==> config.mk <==
export PLATFORM = sky130hd
export DESIGN_NAME = bcd_scan_display
export DESIGN_NICKNAME = d
export VERILOG_FILES = /design/src/rtl/bcd_scan_display.sv
export SDC_FILE = /design/constraint.sdc
export NUM_CORES = 1
export LEC_CHECK = 0
export ABC_AREA = 1
export CAP_MARGIN = 20
export CORE_MARGIN = 1
export CORE_UTILIZATION = 56
export DETAILED_ROUTE_END_ITERATION = 7
export PLACE_DENSITY = 0.83
export SKIP_CTS_REPAIR_TIMING = 1
export SLEW_MARGIN = 10
export SYNTH_ARGS = -nofsm -noshare
export SYNTH_HDL_FRONTEND = slang
export SYNTH_SLANG_ARGS = --single-unit
==> constraint.sdc <==
create_clock -name i_clk -period 4 [get_ports i_clk]
set_clock_uncertainty 0.2 [all_clocks]
set_input_delay 1 -clock i_clk [delete_from_list [all_inputs] [get_ports i_clk]]
set_output_delay 1 -clock i_clk [all_outputs]
set_load 0.02 [all_outputs]
==> src/rtl/bcd_scan_display.sv <==
// -----------------------------------------------------------------------------
// bcd_scan_display
//
// Drives a 3-digit, common-anode, multiplexed 7-segment display from a 12-bit
// BCD word. The word is captured into a pending register on a load strobe and
// promoted to the active register only at a frame boundary, which is the first
// cycle of the ones slot. A digit therefore never shows a mix of old and new
// data. Each digit slot is REFRESH_DIV cycles long. The first cycle of every
// slot is blanked to prevent ghosting between digits.
//
// Ports:
//   i_clk       system clock, rising edge
//   i_rst       asynchronous, active-high reset
//   i_bcd_in    {hundreds[11:8], tens[7:4], ones[3:0]} BCD word
//   i_load      one-cycle strobe; captures i_bcd_in into the pending register
//   i_lz_blank  1 = blank leading zeros (sampled live every cycle)
//   o_an        digit enables, active-low; [0]=ones, [1]=tens, [2]=hundreds
//   o_seg       segments {g,f,e,d,c,b,a}, active-low
//   o_err       1 = at least one nibble of the active word is above 9
// -----------------------------------------------------------------------------
module bcd_scan_display #(
    parameter int REFRESH_DIV = 50000
) (
    input  logic        i_clk,
    input  logic        i_rst,
    input  logic [11:0] i_bcd_in,
    input  logic        i_load,
    input  logic        i_lz_blank,
    output logic [2:0]  o_an,
    output logic [6:0]  o_seg,
    output logic        o_err
);

    // Width of the dwell counter. REFRESH_DIV is at least 2, so CW is at least 1.
    localparam int            CW       = $clog2(REFRESH_DIV);
    localparam logic [CW-1:0] CNT_LAST = CW'(REFRESH_DIV - 1);
    localparam logic [CW-1:0] CNT_ONE  = CW'(1);

    typedef enum logic [1:0] {
        DIG_ONES  = 2'd0,
        DIG_TENS  = 2'd1,
        DIG_HUNDS = 2'd2
    } digit_t;

    // Convert a BCD nibble to an active-low 7-segment pattern.
    // Non-decimal nibbles are shown as a dash.
    function automatic logic [6:0] f_seg_encode(input logic [3:0] nib);
        logic [6:0] pat;
        case (nib)
            4'd0:    pat = 7'h40;
            4'd1:    pat = 7'h79;
            4'd2:    pat = 7'h24;
            4'd3:    pat = 7'h30;
            4'd4:    pat = 7'h19;
            4'd5:    pat = 7'h12;
            4'd6:    pat = 7'h02;
            4'd7:    pat = 7'h78;
            4'd8:    pat = 7'h00;
            4'd9:    pat = 7'h10;
            default: pat = 7'h3F;
        endcase
        return pat;
    endfunction

    // Return 1 when any nibble of the 12-bit word is not a decimal digit.
    function automatic logic f_word_bad(input logic [11:0] word);
        return (word[11:8] > 4'd9) || (word[7:4] > 4'd9) || (word[3:0] > 4'd9);
    endfunction

    // Scan state
    digit_t        r_digit;
    digit_t        w_digit_nxt;
    logic [CW-1:0] r_cnt;
    logic [CW-1:0] w_cnt_nxt;

    // Data path state
    logic [11:0]   r_active;
    logic [11:0]   r_pending;
    logic          r_pend_valid;

    // Output registers
    logic [2:0]    r_an;
    logic [6:0]    r_seg;
    logic          r_err;

    // Next-output values
    logic [2:0]    w_an_nxt;
    logic [6:0]    w_seg_nxt;
    logic [2:0]    w_an_sel;
    logic [3:0]    w_nib;
    logic          w_digit_blank;

    logic          w_slot_start;
    logic          w_slot_end;
    logic          w_frame_start;
    logic          w_hund_zero;
    logic          w_tens_zero;

    assign w_slot_start  = (r_cnt == '0);
    assign w_slot_end    = (r_cnt == CNT_LAST);
    assign w_frame_start = w_slot_start && (r_digit == DIG_ONES);

    // A nibble above 9 never compares equal to zero, so it is never blanked.
    assign w_hund_zero   = (r_active[11:8] == 4'd0);
    assign w_tens_zero   = (r_active[7:4]  == 4'd0);

    // Scan state register: dwell counter and digit index.
    always_ff @(posedge i_clk or posedge i_rst) begin
        if (i_rst) begin
            r_cnt   <= '0;
            r_digit <= DIG_ONES;
        end else begin
            r_cnt   <= w_cnt_nxt;
            r_digit <= w_digit_nxt;
        end
    end

    // Scan next-state: count through the slot, then step to the next digit.
    always_comb begin
        w_cnt_nxt   = r_cnt;
        w_digit_nxt = r_digit;
        if (w_slot_end) begin
            w_cnt_nxt = '0;
            case (r_digit)
                DIG_ONES:  w_digit_nxt = DIG_TENS;
                DIG_TENS:  w_digit_nxt = DIG_HUNDS;
                DIG_HUNDS: w_digit_nxt = DIG_ONES;
                default:   w_digit_nxt = DIG_ONES;
            endcase
        end else begin
            w_cnt_nxt = r_cnt + CNT_ONE;
        end
    end

    // Pending register: the last load before a frame boundary wins.
    always_ff @(posedge i_clk or posedge i_rst) begin
        if (i_rst) begin
            r_pending <= 12'h000;
        end else if (i_load) begin
            r_pending <= i_bcd_in;
        end else begin
            r_pending <= r_pending;
        end
    end

    // Pending-valid flag. A load on the boundary cycle keeps the flag set,
    // so that word is applied at the following boundary.
    always_ff @(posedge i_clk or posedge i_rst) begin
        if (i_rst) begin
            r_pend_valid <= 1'b0;
        end else if (i_load) begin
            r_pend_valid <= 1'b1;
        end else if (w_frame_start) begin
            r_pend_valid <= 1'b0;
        end else begin
            r_pend_valid <= r_pend_valid;
        end
    end

    // Active word and error flag. Both change only at a frame boundary.
    always_ff @(posedge i_clk or posedge i_rst) begin
        if (i_rst) begin
            r_active <= 12'h000;
            r_err    <= 1'b0;
        end else if (w_frame_start && r_pend_valid) begin
            r_active <= r_pending;
            r_err    <= f_word_bad(r_pending);
        end else begin
            r_active <= r_active;
            r_err    <= r_err;
        end
    end

    // Digit select: choose the nibble, the anode and the blanking for the
    // current slot.
    always_comb begin
        w_nib         = 4'd0;
        w_an_sel      = 3'b111;
        w_digit_blank = 1'b1;
        case (r_digit)
            DIG_ONES: begin
                w_nib         = r_active[3:0];
                w_an_sel      = 3'b110;
                w_digit_blank = 1'b0;
            end
            DIG_TENS: begin
                w_nib         = r_active[7:4];
                w_an_sel      = 3'b101;
                w_digit_blank = i_lz_blank && w_hund_zero && w_tens_zero;
            end
            DIG_HUNDS: begin
                w_nib         = r_active[11:8];
                w_an_sel      = 3'b011;
                w_digit_blank = i_lz_blank && w_hund_zero;
            end
            default: begin
                w_nib         = 4'd0;
                w_an_sel      = 3'b111;
                w_digit_blank = 1'b1;
            end
        endcase
    end

    // Next-output values. The first cycle of each slot is always dark.
    always_comb begin
        w_an_nxt  = 3'b111;
        w_seg_nxt = 7'h7F;
        if (w_slot_start || w_digit_blank) begin
            w_an_nxt  = 3'b111;
            w_seg_nxt = 7'h7F;
        end else begin
            w_an_nxt  = w_an_sel;
            w_seg_nxt = f_seg_encode(w_nib);
        end
    end

    // Output registers for the anode enables and segments.
    always_ff @(posedge i_clk or posedge i_rst) begin
        if (i_rst) begin
            r_an  <= 3'b111;
            r_seg <= 7'h7F;
        end else begin
            r_an  <= w_an_nxt;
            r_seg <= w_seg_nxt;
        end
    end

    assign o_an  = r_an;
    assign o_seg = r_seg;
    assign o_err = r_err;

endmodule

==> flow_metrics.env <==
export IMPL_root_buffer="clkbuf_8"
export IMPL_crit_type="register to primary output"
export IMPL_synth_cell_type_count=29
export IMPL_syn_area_per_cell_um2=8.136
export IMPL_hpwlAfterDp_um=3879
export IMPL_layout_commonest_cell="nand2_1"
export IMPL_ys_seq_area_share_pct=47.35
export IMPL_drt_wl_total_um=4989
export IMPL_syn_area_um2=2880
export IMPL_leakagePower_nw=1.642
export IMPL_cts_tree="built"
export IMPL_post_route_util_pct=67.54
export IMPL_routed_via_count=2254
export IMPL_ys_warn_count=0
export IMPL_clkTransAtPathRegs_ns=0.10
export IMPL_endpoint="o_seg[1]"
export IMPL_slew_headroom_pct=62.33
export IMPL_finalWeightedCongestion=0.9468
export IMPL_clock_sinks=54
export IMPL_cts_path_max_buffers=2
export IMPL_antennaDiodeCount=0
export IMPL_power_frac_clock_pct=31.6
export IMPL_antenna_found_initial=0
export IMPL_slew_viol_final=0
export IMPL_ir_worst_vdd_v=0.0002135
export IMPL_syn_nets=377
export IMPL_start_util_pct=59.41
export IMPL_crit_slowest_cell="clkdlybuf4s50_1"
export IMPL_cp_max_fo=1
export IMPL_rr_endpoint="o_seg[3]"
export IMPL_final_nets=404
export IMPL_final_cell_mix="117 x nand2_1, 44 x dfrtp_1, 38 x nand3_1"
export IMPL_hold_viol=0
export IMPL_core_um2=4848
export IMPL_portBuffers=26
export IMPL_firstDrtPassIters=4
export IMPL_cts_buffers=5
export IMPL_drt_iter0_drc=102
export IMPL_cp_top_family="buffers and inverters"
export IMPL_r2r_slack_ns=2.09
export IMPL_die_w_um=73.72
export IMPL_crit_buf_inv=1
export IMPL_p_per_area_nw_per_um2=307.6
export IMPL_p_int_mw=0.7505
export IMPL_timing_rr_start="r_digit[1]"
export IMPL_cp_startpoint="o_seg[1]"
export IMPL_syn_inst=354
export IMPL_p_sw_share_pct=25.50
export IMPL_routed_via_density=5.020
export IMPL_min_delay_path_class="register to register"
export IMPL_grt_pass1_wl_um=8956
export IMPL_period_share_pct=65.77
export IMPL_nFillCells=406
export IMPL_tightest_slew_ns=0.5643
export IMPL_rsz0062_at_grt="no"
export IMPL_start_kind="register"
export IMPL_cp_num_cells=1
export IMPL_grt_usage_pct=21.52
export IMPL_maxCapViolations=0
export IMPL_ios=27
export IMPL_setup_viol=0
export IMPL_fin_tns_setup_ns=0
export IMPL_finalCriticalPeriod_ns=2.631
export IMPL_h_tree_depth=2
export IMPL_crit_required_ns=2.80
export IMPL_status="finished, final reports clean"
export IMPL_detail_route_antenna_nets=0
export IMPL_die_area_um2=5434
export IMPL_grt_ovfl_total=0
export IMPL_grt_pass1_vias=2024
export IMPL_area_growth_pct=13.68
export IMPL_wl_per_cell_um=11.11
export IMPL_synth_seq_cells=54
export IMPL_drc=0
export IMPL_grt_max_degree=29
export IMPL_fmax_mhz=380.1
export IMPL_critPathMaxStageDelay_ns=0.59
export IMPL_clkLatencyLatePin_ns=0.31
export IMPL_rows=25
export IMPL_critPathCaptureType="primary output"
export IMPL_worstPathArrival_ns=1.43
export IMPL_power_switching_mw=0.2569
export IMPL_power_frac_seq_pct=58.7
export IMPL_die_h_um=73.72
export IMPL_r2r_worst_path_cells=9
export IMPL_drive_gt1_share_pct=15.71
export IMPL_worstPathCellList="clkdlybuf4s50_1"
export IMPL_combPwrFrac_pct=9.8
## power groups by stage
stage               clock [mW]  combinational, mW  sequential [mW]
floorplan                    0             0.0496            0.608
global placement             0             0.0980            0.601
detailed placement           0              0.100            0.601
CTS                      0.323              0.101            0.591
global route             0.342              0.114            0.594
finish                   0.318             0.0986            0.591
## cell type report
type | instances | area, µm² | share of cell area (%)
Clock inverter | 3 | 27.53 | 0.8407
Inverter | 36 | 140.1 | 4.280
Timing Repair Buffer | 27 | 267.8 | 8.177
Multi-Input combinational cell | 257 | 1323 | 40.39
Tap cell | 67 | 83.83 | 2.560
Clock buffer | 5 | 68.82 | 2.102
Sequential cell | 54 | 1364 | 41.65
## worst min path at each step
stage	from	end	slack, ns	cells after the start
after floorplan	r_pending[0]	r_pending[0]	0.24	2
after global placement	o_err	o_err	0.26	2
after detailed placement	r_pending[4]	r_pending[4]	0.27	2
after CTS	r_pending[4]	r_pending[4]	0.29	2
after global routing	r_active[0]	r_active[0]	0.32	2
final	r_pending[4]	r_pending[4]	0.29	2
## synth_stat cells
cell type  count  area share, %
nand2_1      117             15
dfrtp_1       44             38
nand3_1       38            6.6
nor2_1        33            4.3
inv_1         30            3.9
nor2_4        11            4.3
dfstp_2       10            9.1
nor2_2        10            2.2
ha_1           7            3.0
xor2_1         6            1.8
nand2_2        5            1.1
nand3_2        5            1.7
o21ai_0        5           0.87
inv_2          4           0.52
nor3_1         4           0.70
o21ai_1        4           0.70
buf_6          3            1.2
xnor2_1        3           0.91
clkbuf_1       2           0.26
inv_4          2           0.43
nand4_1        2           0.43
nand4_2        2           0.87
a21oi_1        1           0.17
and3_1         1           0.22
buf_2          1           0.17
buf_4          1           0.26
nand3b_1       1           0.26
o211ai_1       1           0.26
or2_2          1           0.22
## registers in the layout, summed over array words and instances, names as in the netlist
signal / cells
r_cnt: 16
r_pending: 12
r_pend_valid: 1
o_err: 1
o_an: 3
o_seg: 7
r_digit: 2
r_active: 12
## routing by layer
layer  vias up  share of wire, %  track usage [%]
met1      1028                47            28.61
met2        57                47            35.37
met4         0               1.4            6.197
met5         -                 0                0
li1       1161                 -                -
met3         8               5.0            4.664
## metrics by stage
| step | power (mW) | instances | instance area, µm² | hold WS, ns | worst slack (ns) |
|---|---|---|---|---|---|
| floorplan | 0.6574 | 354 | 2880 | 0.2427 | 1.502 |
| global placement | 0.6985 | 441 | 3178 | 0.2636 | 1.583 |
| detailed placement | 0.7017 | 441 | 3178 | 0.2662 | 1.555 |
| CTS | 1.015 | 449 | 3274 | 0.2924 | 1.365 |
| global route | 1.051 | 449 | 3274 | 0.3197 | 1.329 |
| finish | 1.007 | 449 | 3274 | 0.2930 | 1.369 |
## logic make-up after synthesis
logic type | Yosys count | synth area share, %
and+or+nand+nor | 230 | 38.14
DFF | 54 | 47.35
buffers and inverters | 43 | 6.733
AOI/OAI and AO/OA | 11 | 1.998
xor gates and xnor gates | 9 | 2.737
adders and majority gates | 7 | 3.041
(Power assumes the default switching activity.)
